### config.mk
export PLATFORM = sky130hd
export DESIGN_NAME = sdram_port_arb
export DESIGN_NICKNAME = d
export VERILOG_FILES = /design/src/rtl/sdram_arb_pkg.sv /design/src/rtl/burst_addr_gen.sv /design/src/rtl/sdram_port_arb.sv
export SDC_FILE = /design/constraint.sdc
export NUM_CORES = 1
export LEC_CHECK = 0
export ABC_CLOCK_PERIOD_IN_PS = 2650
export BUFFER_PORTS_ARGS = -buffer_cell sky130_fd_sc_hd__clkbuf_2
export CAP_MARGIN = 20
export CORE_ASPECT_RATIO = 0.7
export CORE_MARGIN = 5
export CORE_UTILIZATION = 48
export DETAILED_ROUTE_END_ITERATION = 7
export GPL_TIMING_DRIVEN = 0
export PLACE_DENSITY = 0.79
export SYNTH_ARGS = -nofsm -noshare
export SYNTH_HDL_FRONTEND = slang
export SYNTH_SLANG_ARGS = --single-unit
### constraint.sdc
create_clock -name sys_clk -period 2.65 [get_ports sys_clk]
set_input_delay 0.1325 -clock sys_clk [delete_from_list [all_inputs] [get_ports sys_clk]]
set_output_delay 0.1325 -clock sys_clk [all_outputs]
set_load 0.02 [all_outputs]
### src/rtl/sdram_arb_pkg.sv
// Shared constants and state encoding for the SDRAM port arbiter.
package sdram_arb_pkg;

  localparam int SDRAM_ADDR_W = 24;
  localparam int BANK_W       = 2;

  typedef logic [1:0] state_t;

  localparam state_t S_IDLE     = 2'd0;
  localparam state_t S_WR_BURST = 2'd1;
  localparam state_t S_RD_BURST = 2'd2;

endpackage

### src/rtl/burst_addr_gen.sv
// Per-side burst offset counter with frame wrap and frame_done pulse.
module burst_addr_gen #(
  parameter int OFF_W     = 22,
  parameter int STEP      = 512,
  parameter int FRAME_LEN = 384000
) (
  input  logic             clk,
  input  logic             rst,
  input  logic             adv,
  output logic [OFF_W-1:0] offset,
  output logic             wrap,
  output logic             frame_done
);

  localparam logic [OFF_W:0] STEP_V = (OFF_W+1)'(STEP);
  localparam logic [OFF_W:0] LEN_V  = (OFF_W+1)'(FRAME_LEN);

  logic [OFF_W:0] nxt;

  assign nxt  = {1'b0, offset} + STEP_V;
  assign wrap = adv && (nxt == LEN_V);

  always_ff @(posedge clk or posedge rst) begin
    if (rst) begin
      offset     <= '0;
      frame_done <= 1'b0;
    end else begin
      frame_done <= wrap;
      if (adv)
        offset <= wrap ? '0 : nxt[OFF_W-1:0];
    end
  end

endmodule

### src/rtl/sdram_port_arb.sv
// Write/read burst scheduler in front of the SDRAM controller.
// Ping-pong frame buffers enabled by defining SDRAM_PINGPANG_EN.
module sdram_port_arb
  import sdram_arb_pkg::*;
#(
  parameter int ADDR_W    = SDRAM_ADDR_W,
  parameter int FIFO_W    = 10,
  parameter int FRAME_LEN = 384000,
  parameter int WR_BURST  = 512,
  parameter int RD_BURST  = 512,
  parameter int RD_URGENT = 64
) (
  input  logic              sys_clk,
  input  logic              sys_rst,
  input  logic              init_end,
  input  logic              read_valid,
  input  logic [FIFO_W-1:0] wr_fifo_usedw,
  input  logic [FIFO_W-1:0] rd_fifo_usedw,
  input  logic              wr_ack,
  input  logic              rd_ack,
  input  logic              wr_end,
  input  logic              rd_end,
  output logic              sdram_wr_req,
  output logic              sdram_rd_req,
  output logic [ADDR_W-1:0] sdram_wr_addr,
  output logic [ADDR_W-1:0] sdram_rd_addr,
  output logic              wr_frame_done,
  output logic              rd_frame_done
);

  localparam int OFF_W = ADDR_W - BANK_W;
  localparam int CW    = FIFO_W + 1;

  localparam logic [CW-1:0] WR_TH  = CW'(WR_BURST);
  localparam logic [CW-1:0] RD_TH  = CW'(RD_BURST);
  localparam logic [CW-1:0] URG_TH = CW'(RD_URGENT);

  if ((FRAME_LEN % WR_BURST) != 0 || (FRAME_LEN % RD_BURST) != 0) begin : g_len_chk
    $error("FRAME_LEN must be a multiple of both burst lengths");
  end

  state_t           state;
  logic             wr_pend, rd_pend, rd_urg;
  logic             wr_adv, rd_adv;
  logic             wr_wrap, rd_wrap;
  logic [OFF_W-1:0] wr_off, rd_off;
  logic             wr_buf, rd_buf;

  assign wr_pend = init_end && ({1'b0, wr_fifo_usedw} >= WR_TH);
  assign rd_pend = init_end && read_valid && ({1'b0, rd_fifo_usedw} < RD_TH);
  assign rd_urg  = {1'b0, rd_fifo_usedw} < URG_TH;

  assign wr_adv = (state == S_WR_BURST) && wr_end;
  assign rd_adv = (state == S_RD_BURST) && rd_end;

  always_ff @(posedge sys_clk or posedge sys_rst) begin
    if (sys_rst) begin
      state        <= S_IDLE;
      sdram_wr_req <= 1'b0;
      sdram_rd_req <= 1'b0;
    end else begin
      unique case (state)
        S_IDLE: begin
          if (rd_pend && rd_urg) begin
            state        <= S_RD_BURST;
            sdram_rd_req <= 1'b1;
          end else if (wr_pend) begin
            state        <= S_WR_BURST;
            sdram_wr_req <= 1'b1;
          end else if (rd_pend) begin
            state        <= S_RD_BURST;
            sdram_rd_req <= 1'b1;
          end
        end
        S_WR_BURST: begin
          if (wr_ack || wr_end)
            sdram_wr_req <= 1'b0;
          if (wr_end)
            state <= S_IDLE;
        end
        S_RD_BURST: begin
          if (rd_ack || rd_end)
            sdram_rd_req <= 1'b0;
          if (rd_end)
            state <= S_IDLE;
        end
        default: begin
          state        <= S_IDLE;
          sdram_wr_req <= 1'b0;
          sdram_rd_req <= 1'b0;
        end
      endcase
    end
  end

  burst_addr_gen #(
    .OFF_W(OFF_W), .STEP(WR_BURST), .FRAME_LEN(FRAME_LEN)
  ) u_wr_gen (
    .clk(sys_clk), .rst(sys_rst), .adv(wr_adv),
    .offset(wr_off), .wrap(wr_wrap), .frame_done(wr_frame_done)
  );

  burst_addr_gen #(
    .OFF_W(OFF_W), .STEP(RD_BURST), .FRAME_LEN(FRAME_LEN)
  ) u_rd_gen (
    .clk(sys_clk), .rst(sys_rst), .adv(rd_adv),
    .offset(rd_off), .wrap(rd_wrap), .frame_done(rd_frame_done)
  );

`ifdef SDRAM_PINGPANG_EN
  // Reader follows the most recently completed write frame (post-toggle).
  always_ff @(posedge sys_clk or posedge sys_rst) begin
    if (sys_rst) begin
      wr_buf <= 1'b0;
      rd_buf <= 1'b1;
    end else begin
      wr_buf <= wr_buf ^ wr_wrap;
      if (rd_wrap)
        rd_buf <= ~(wr_buf ^ wr_wrap);
    end
  end
`else
  logic unused_wrap;
  assign unused_wrap = wr_wrap ^ rd_wrap;
  assign wr_buf = 1'b0;
  assign rd_buf = 1'b0;
`endif

  assign sdram_wr_addr = {1'b0, wr_buf, wr_off};
  assign sdram_rd_addr = {1'b0, rd_buf, rd_off};

endmodule

==> run metrics, run 1 <==
max cap viols=0; commonest cells after routing, fill and taps aside=clkbuf_2 (43), dfrtp_1 (32), buf_4 (24); CP Capture Type=flop; fillers=375; Die H=64.3 um; commonest non-fill, non-tap cell in the layout=clkbuf_2; hold endpoint=sdram_wr_req$_DFFE_PP0P_; post-CTS setup buffer count=0; Hold Startpoint=wr_ack; clock latency on the worst-skew pair=280 ps; FF+latch count, synth=32; reg-to-reg slack, setup=400 ps; Slowest-stage cell, CP=a2111oi_4; prevailing post-synth register cell=dfrtp_1; Iter 0 DRT Violations=164; RSZ-0062 raised after global routing=no; reg2reg end=u_rd_gen.offset[18]$_DFFE_PP0P_; Via density=5.14; gr ovfl total=0; setup TNS=0 ps; CTS max path bufs=2; Worst VDD drop=235 uV; sequential cell area fraction in the yosys report=0.396; Setup Skew=5.93 ps; core area=3990 um^2; worst hold stages=3; Leak Pwr=1.18 nW; Syn-to-layout area delta=23.2%; power density over the cells=541 nW/um^2; Root Buffer=clkbuf_8; # diodes=0; Placed Area=2400 um^2; share of cells above drive strength 1=0.294; die area=5630 um^2; CP cell instances=ha_1 > inv_1 > nor3_2 > nand3_1 > a2111oi_4 > o21ai_0; Period minus WS final=2250 ps; Pre-antenna DRT Iters=4; row count=19; Final Hold Fails=0; Mapped Avg Cell Area=9.15 um^2; global-route wire length before repair=7740 um; crit path launch type=flop; CTS sink cnt=32; largest net degree at the start of global routing=24; Post-DP HPWL=3490 um; CTS tree=yes; Cells after Synth=221; Crit path required time=2780 ps; CP Class=flop to flop; Avg WL per Cell=12.9 um; Post-synth EDFFs=0; RR Startpoint=u_rd_gen.offset[9]$_DFFE_PP0P_; maximum level of the CTS H-tree=2; period utilisation layout=0.850; Ys Warns=0; post-synthesis cell area=2020 um^2; max incr delay on CP=600 ps; Inserted Clock Buffers=5; clock-pin slew on the worst setup and hold paths=60 ps; Tightest Hold Check Type=primary input to flop; Final Max Tran Viols=0; final setup fails=0; asr flop ratio synth=1.00; post-route ant nets=0; initial antenna violation count=0; status=finished clean; Tightest Pin Transition=664 ps; fmax=0.444 GHz; Design Area, Final=2490 um^2; reg2reg path depth=6; IO Port Bufs=42; area of the multi-input gates=1060 um^2; Layout Nets=323; crit path DAT=2380 ps; library cells used by synthesis=49; drt total wl=4450 um; GPL Wtd Cong=0.906; GRT Resource Usage Total=0.171; Die X=87.6 um; vias in the first global route=1646; Starting Density=0.506; DRC=0; Final Total Pwr=1.35 mW; via count=1772; Max FO, Critical Path=8; slew margin rel.=0.554; boundary pin count=80; sequential cell area=801 um^2
how the worst max path moves through the flow:
stage / slack (ps) / to / depth (start not counted) / startpoint
floorplan: 620 / u_wr_gen.offset[12]$_DFFE_PP0P_ / 6 / u_wr_gen.offset[9]$_DFFE_PP0P_
global placement: 450 / u_rd_gen.offset[18]$_DFFE_PP0P_ / 6 / u_rd_gen.offset[9]$_DFFE_PP0P_
detailed placement: 390 / u_rd_gen.offset[18]$_DFFE_PP0P_ / 6 / u_rd_gen.offset[9]$_DFFE_PP0P_
CTS: 390 / u_rd_gen.offset[18]$_DFFE_PP0P_ / 6 / u_rd_gen.offset[9]$_DFFE_PP0P_
global route: 160 / u_wr_gen.offset[16]$_DFFE_PP0P_ / 6 / u_wr_gen.offset[9]$_DFFE_PP0P_
finish: 400 / u_rd_gen.offset[18]$_DFFE_PP0P_ / 6 / u_rd_gen.offset[9]$_DFFE_PP0P_
kinds of logic after synthesis:
group,share of synthesized area
AND/OR/NAND/NOR,0.248
buffers and inverters,0.119
AO/OA/AOI/OAI,0.131
flip-flops,0.396
XOR/XNOR,0.0866
adder cells (fa/ha/maj),0.0124
other,0.00185
multiplexers,0.00557
report_power, final:
part           switching, mW  internal [mW]
Combinational          0.233          0.164
Sequential            0.0650          0.537
Clock                  0.170          0.178
flip-flops by register name, summed over array words and instances (netlist names):
signal	flops
sdram_wr_req	1
u_rd_gen.offset	13
u_wr_gen.frame_done	1
sdram_rd_req	1
u_rd_gen.frame_done	1
state	2
u_wr_gen.offset	13
cells in the mapped netlist, drive strengths merged, types with 2 or more instances:
| library cell | instances | area share |
|---|---|---|
| nand2 | 23 | 0.043 |
| nor3 | 9 | 0.025 |
| and3b | 2 | 0.0087 |
| dfrtp | 32 | 0.40 |
| a21oi | 6 | 0.015 |
| xnor2 | 16 | 0.069 |
| nand3 | 9 | 0.022 |
| nand3b | 2 | 0.0074 |
| clkbuf | 3 | 0.0062 |
| xor2 | 4 | 0.017 |
| nand2b | 3 | 0.0093 |
| nor2 | 15 | 0.028 |
| a31oi | 3 | 0.0093 |
| nor3b | 2 | 0.0074 |
| and4 | 3 | 0.013 |
| nand4 | 8 | 0.032 |
| inv | 6 | 0.011 |
| buf | 29 | 0.10 |
| or3 | 5 | 0.015 |
| o21ai | 12 | 0.030 |
| ha | 2 | 0.012 |
| o31ai | 3 | 0.014 |
| and2 | 2 | 0.0062 |
| o31a | 2 | 0.0087 |
worst max-delay path: cells and delay by family, from the launching register on:
| kind | cells | cell delay, ps |
|---|---|---|
| compound gates | 2 | 800 |
| fa+ha+maj | 1 | 290 |
| buf+inv | 1 | 120 |
| simple gates | 2 | 440 |
| flops | 1 | 450 |
metrics by stage:
step | hold WS (ps) | worst slack, ps | instances | utilization
after global routing | 151 | 164 | 345 | 0.624
final | 127 | 398 | 345 | 0.624
after global placement | 413 | 447 | 336 | 0.595
after floorplan | 249 | 624 | 242 | -
after detailed placement | 164 | 394 | 337 | 0.602
after CTS | 121 | 386 | 345 | 0.624
layer usage:
metal	wire length (um)	track usage
met4	47	0.0402
met2	1920	0.259
met5	0	0
met1	2140	0.248
met3	335	0.0359
area by class of cell:
class                      count  share of cell area
clock inverter                 1             0.00201
timing repair buffer          44              0.0994
clock buffer                   6              0.0291
buffer                        32              0.0874
sequential                    32               0.321
tap                           52              0.0261
multi-input combinational    172               0.425
inverter                       6             0.00904
repair_timing:
item                                    in CTS  in global routing
hold buffers                                 1                  0
endpoints found under the setup margin       0                  0
resized for setup                            0                  0
endpoints found under the hold margin        9                  0
Note: power is estimated with default switching activity, not from simulation.
==> inputs of run 2 (changes only) <==
--- a/config.mk
+++ b/config.mk
@@ -5,15 +5,15 @@
 export SDC_FILE = /design/constraint.sdc
 export NUM_CORES = 1
 export LEC_CHECK = 0
-export ABC_CLOCK_PERIOD_IN_PS = 2650
+export ABC_CLOCK_PERIOD_IN_PS = 2000
 export BUFFER_PORTS_ARGS = -buffer_cell sky130_fd_sc_hd__clkbuf_2
 export CAP_MARGIN = 20
 export CORE_ASPECT_RATIO = 0.7
 export CORE_MARGIN = 5
-export CORE_UTILIZATION = 48
+export CORE_UTILIZATION = 44
 export DETAILED_ROUTE_END_ITERATION = 7
 export GPL_TIMING_DRIVEN = 0
-export PLACE_DENSITY = 0.79
+export PLACE_DENSITY = 0.76
 export SYNTH_ARGS = -nofsm -noshare
 export SYNTH_HDL_FRONTEND = slang
 export SYNTH_SLANG_ARGS = --single-unit
==> constraint.sdc (replaced) <==
create_clock -name sys_clk -period 2 [get_ports sys_clk]
set_input_delay 0.1 -clock sys_clk [delete_from_list [all_inputs] [get_ports sys_clk]]
set_output_delay 0.1 -clock sys_clk [all_outputs]
set_load 0.02 [all_outputs]
==> run metrics, run 2 (same netlist as run 1, synthesis figures left out) <==
IO Port Bufs=42 (unchanged); Period minus WS final=1930 ps (was 2250 ps); GRT Resource Usage Total=0.164 (was 0.171); CP top delay family=simple AND/OR/NAND/NOR gates (was compound AO/OA/AOI/OAI gates); busiest layer in global routing=met1 (was met2); RR Startpoint=u_wr_gen.offset[9]$_DFFE_PP0P_ (was u_rd_gen.offset[9]$_DFFE_PP0P_); largest net degree at the start of global routing=18 (was 24); met1 Use GR=0.240 (was 0.248); max cap viols=0 (unchanged); Crit path required time=2170 ps (was 2780 ps); gr ovfl total=0 (unchanged); Syn-to-layout area delta=30.6% (was 23.2%); Hold Startpoint=wr_ack (unchanged); Root Buffer=clkbuf_8 (unchanged); fillers=403 (was 375); DRC=0 (unchanged); RSZ-0062 raised after global routing=yes (was no); Pre-antenna DRT Iters=4 (unchanged); pre-CTS setup slack=-203 ps (was 394 ps); reg-to-reg slack, setup=70 ps (was 400 ps); P_sw=687 uW (was 467 uW); power density over the cells=776 nW/um^2 (was 541 nW/um^2); Leak Pwr=1.25 nW (was 1.18 nW); Avg WL per Cell=13.4 um (was 12.9 um); status=finished clean (unchanged); global-route wire length before repair=7910 um (was 7740 um); die area=6070 um^2 (was 5630 um^2); Final Hold Fails=0 (unchanged); final setup fails=0 (unchanged); post-route ant nets=0 (unchanged); Max FO, Critical Path=7 (was 8); Flop pwr share=0.389 (was 0.447); CTS max path bufs=2 (unchanged); Sw Ratio=0.335 (was 0.347); P_int=1.36 mW (was 879 uW); initial antenna violation count=0 (unchanged); row count=20 (was 19); maximum level of the CTS H-tree=2 (unchanged); core area=4400 um^2 (was 3990 um^2); commonest non-fill, non-tap cell in the layout=clkbuf_2 (unchanged); crit path launch type=flop (unchanged); share of cells above drive strength 1=0.363 (was 0.294); Tightest Pin Transition=696 ps (was 664 ps); Tightest Hold Check Type=primary input to flop (unchanged); worst hold stages=3 (unchanged); largest registers=u_rd_gen.offset (13), u_wr_gen.offset (13), state (2) (unchanged); CTS tree=yes (unchanged); Iter 0 DRT Violations=140 (was 164); reg2reg end=u_wr_gen.offset[12]$_DFFE_PP0P_ (was u_rd_gen.offset[18]$_DFFE_PP0P_); clock latency on the worst-skew pair=280 ps (about the same); commonest cells after routing, fill and taps aside=clkbuf_2 (43), buf_4 (34), dfrtp_1 (27) (was clkbuf_2 (43), dfrtp_1 (32), buf_4 (24)); vias in the first global route=1622 (was 1646); clock-pin slew on the worst setup and hold paths=60 ps (about the same); Via density=5.05 (was 5.14); boundary pin count=80 (unchanged); Comb pwr share=0.342 (was 0.294); via count=1809 (was 1772); Clk network pwr share=0.269 (was 0.258); CTS sink cnt=32 (unchanged); max incr delay on CP=540 ps (was 600 ps); Final Max Tran Viols=0 (unchanged); Die X=91.0 um (was 87.6 um); Slowest-stage cell, CP=or4_4 (was a2111oi_4); Starting Density=0.459 (was 0.506); CP Capture Type=flop (unchanged); fmax=0.519 GHz (was 0.444 GHz); Post-DP HPWL=3480 um (was 3490 um); setup TNS=0 ps (unchanged); M3 GR Usage=0.0429 (was 0.0359); # diodes=0 (unchanged); Inserted Clock Buffers=5 (unchanged); reg2reg path depth=6 (unchanged); period utilisation layout=0.963 (was 0.850); GR Util met2=0.231 (was 0.259); crit path DAT=2100 ps (was 2380 ps); hold endpoint=sdram_wr_req$_DFFE_PP0P_ (unchanged); Die H=66.7 um (was 64.3 um); Bufs and invs on worst path=0 (was 1); setup slack after layout=73.7 ps (was 398 ps); Setup Skew=6.91 ps (was 5.93 ps); slew margin rel.=0.536 (was 0.554); Worst VDD drop=419 uV (was 235 uV); GPL Wtd Cong=0.884 (was 0.906); drt total wl=4790 um (was 4450 um); CP cell instances=ha_2 > nand2_2 > o31ai_2 > a31oi_1 > or4_4 > and2_1 (was ha_1 > inv_1 > nor3_2 > nand3_1 > a2111oi_4 > o21ai_0); CP Class=flop to flop (unchanged); Layout Nets=332 (was 323)
==> run 2: cell count changes in the layout (fill, tap and decap cells not counted), moves of 2 or more <==
cell	previous run	this run
buf_4	24	34
clkbuf_8	5	7
dfrtp_1	32	27
dfrtp_2	0	5
ha_1	2	0
==> run 2: power groups by stage <==
stage          combinational (mW)  sequential, mW  clock [mW]
3_3_place_gp                0.514           0.809           0
5_1_grt                     0.760           0.808       0.599
3_5_place_dp                0.526           0.810           0
4_1_cts                     0.538           0.801       0.561
2_1_floorplan               0.312           0.871           0
6_report                    0.701           0.796       0.551
==> run 2: layer usage <==
layer  vias to the layer above  wire (um)
li1                        899          -
met1                       840       2350
met2                        66       2100
met3                         4        298
met4                         0         42
met5                         -          0
==> run 2: cell type report <==
class / instances / area [um^2] / share of cell area
plain buffers: 31 / 216 / 0.0820
clock buffers: 8 / 100 / 0.0379
inverters: 6 / 22.5 / 0.00853
multi-input cells: 172 / 1100 / 0.418
flip-flops and latches: 32 / 807 / 0.306
well taps: 55 / 68.8 / 0.0261
repair buffers: 54 / 323 / 0.122
==> run 2: worst reg2reg max path: cells and delay by family (launching register included) <==
kind	cells	cell delay [ps]
AOI/OAI and AO/OA	2	380
DFF	1	400
and+or+nand+nor	3	810
adders and majority gates	1	220
==> run 2: what timing repair did <==
| action | in CTS | in global routing |
|---|---|---|
| setup endpoints to repair | 16 | 15 |
| pin swaps | 1 | 2 |
| hold endpoints to repair | 15 | 0 |
| hold buffers | 1 | 0 |
| gates resized for setup | 5 | 9 |
| buffers inserted | 2 | 8 |
==> run 2: worst max path at each step <==
stage                                          from                         endpoint  slack (ps)  cells past startpoint
floorplan           u_wr_gen.offset[10]$_DFFE_PP0P_  u_wr_gen.offset[12]$_DFFE_PP0P_          -3                      6
global placement     u_rd_gen.offset[9]$_DFFE_PP0P_  u_rd_gen.offset[18]$_DFFE_PP0P_        -160                      6
detailed placement   u_rd_gen.offset[9]$_DFFE_PP0P_  u_rd_gen.offset[18]$_DFFE_PP0P_        -200                      6
CTS                  u_rd_gen.offset[9]$_DFFE_PP0P_  u_rd_gen.offset[15]$_DFFE_PP0P_          10                      7
global route                   state[1]$_DFFE_PP0P_  u_wr_gen.offset[16]$_DFFE_PP0P_         -10                      6
finish               u_wr_gen.offset[9]$_DFFE_PP0P_  u_wr_gen.offset[12]$_DFFE_PP0P_          70                      6
==> run 2: stage by stage <==
stage	power (mW)	hold WS, ps	area, um^2	utilization	instances
CTS	1.90	85.9	2550	0.578	351
finish	2.05	96.3	2640	0.599	358
global placement	1.32	381	2380	0.541	339
detailed placement	1.34	236	2410	0.547	340
global route	2.17	92.8	2640	0.599	358
floorplan	1.18	216	2100	-	242
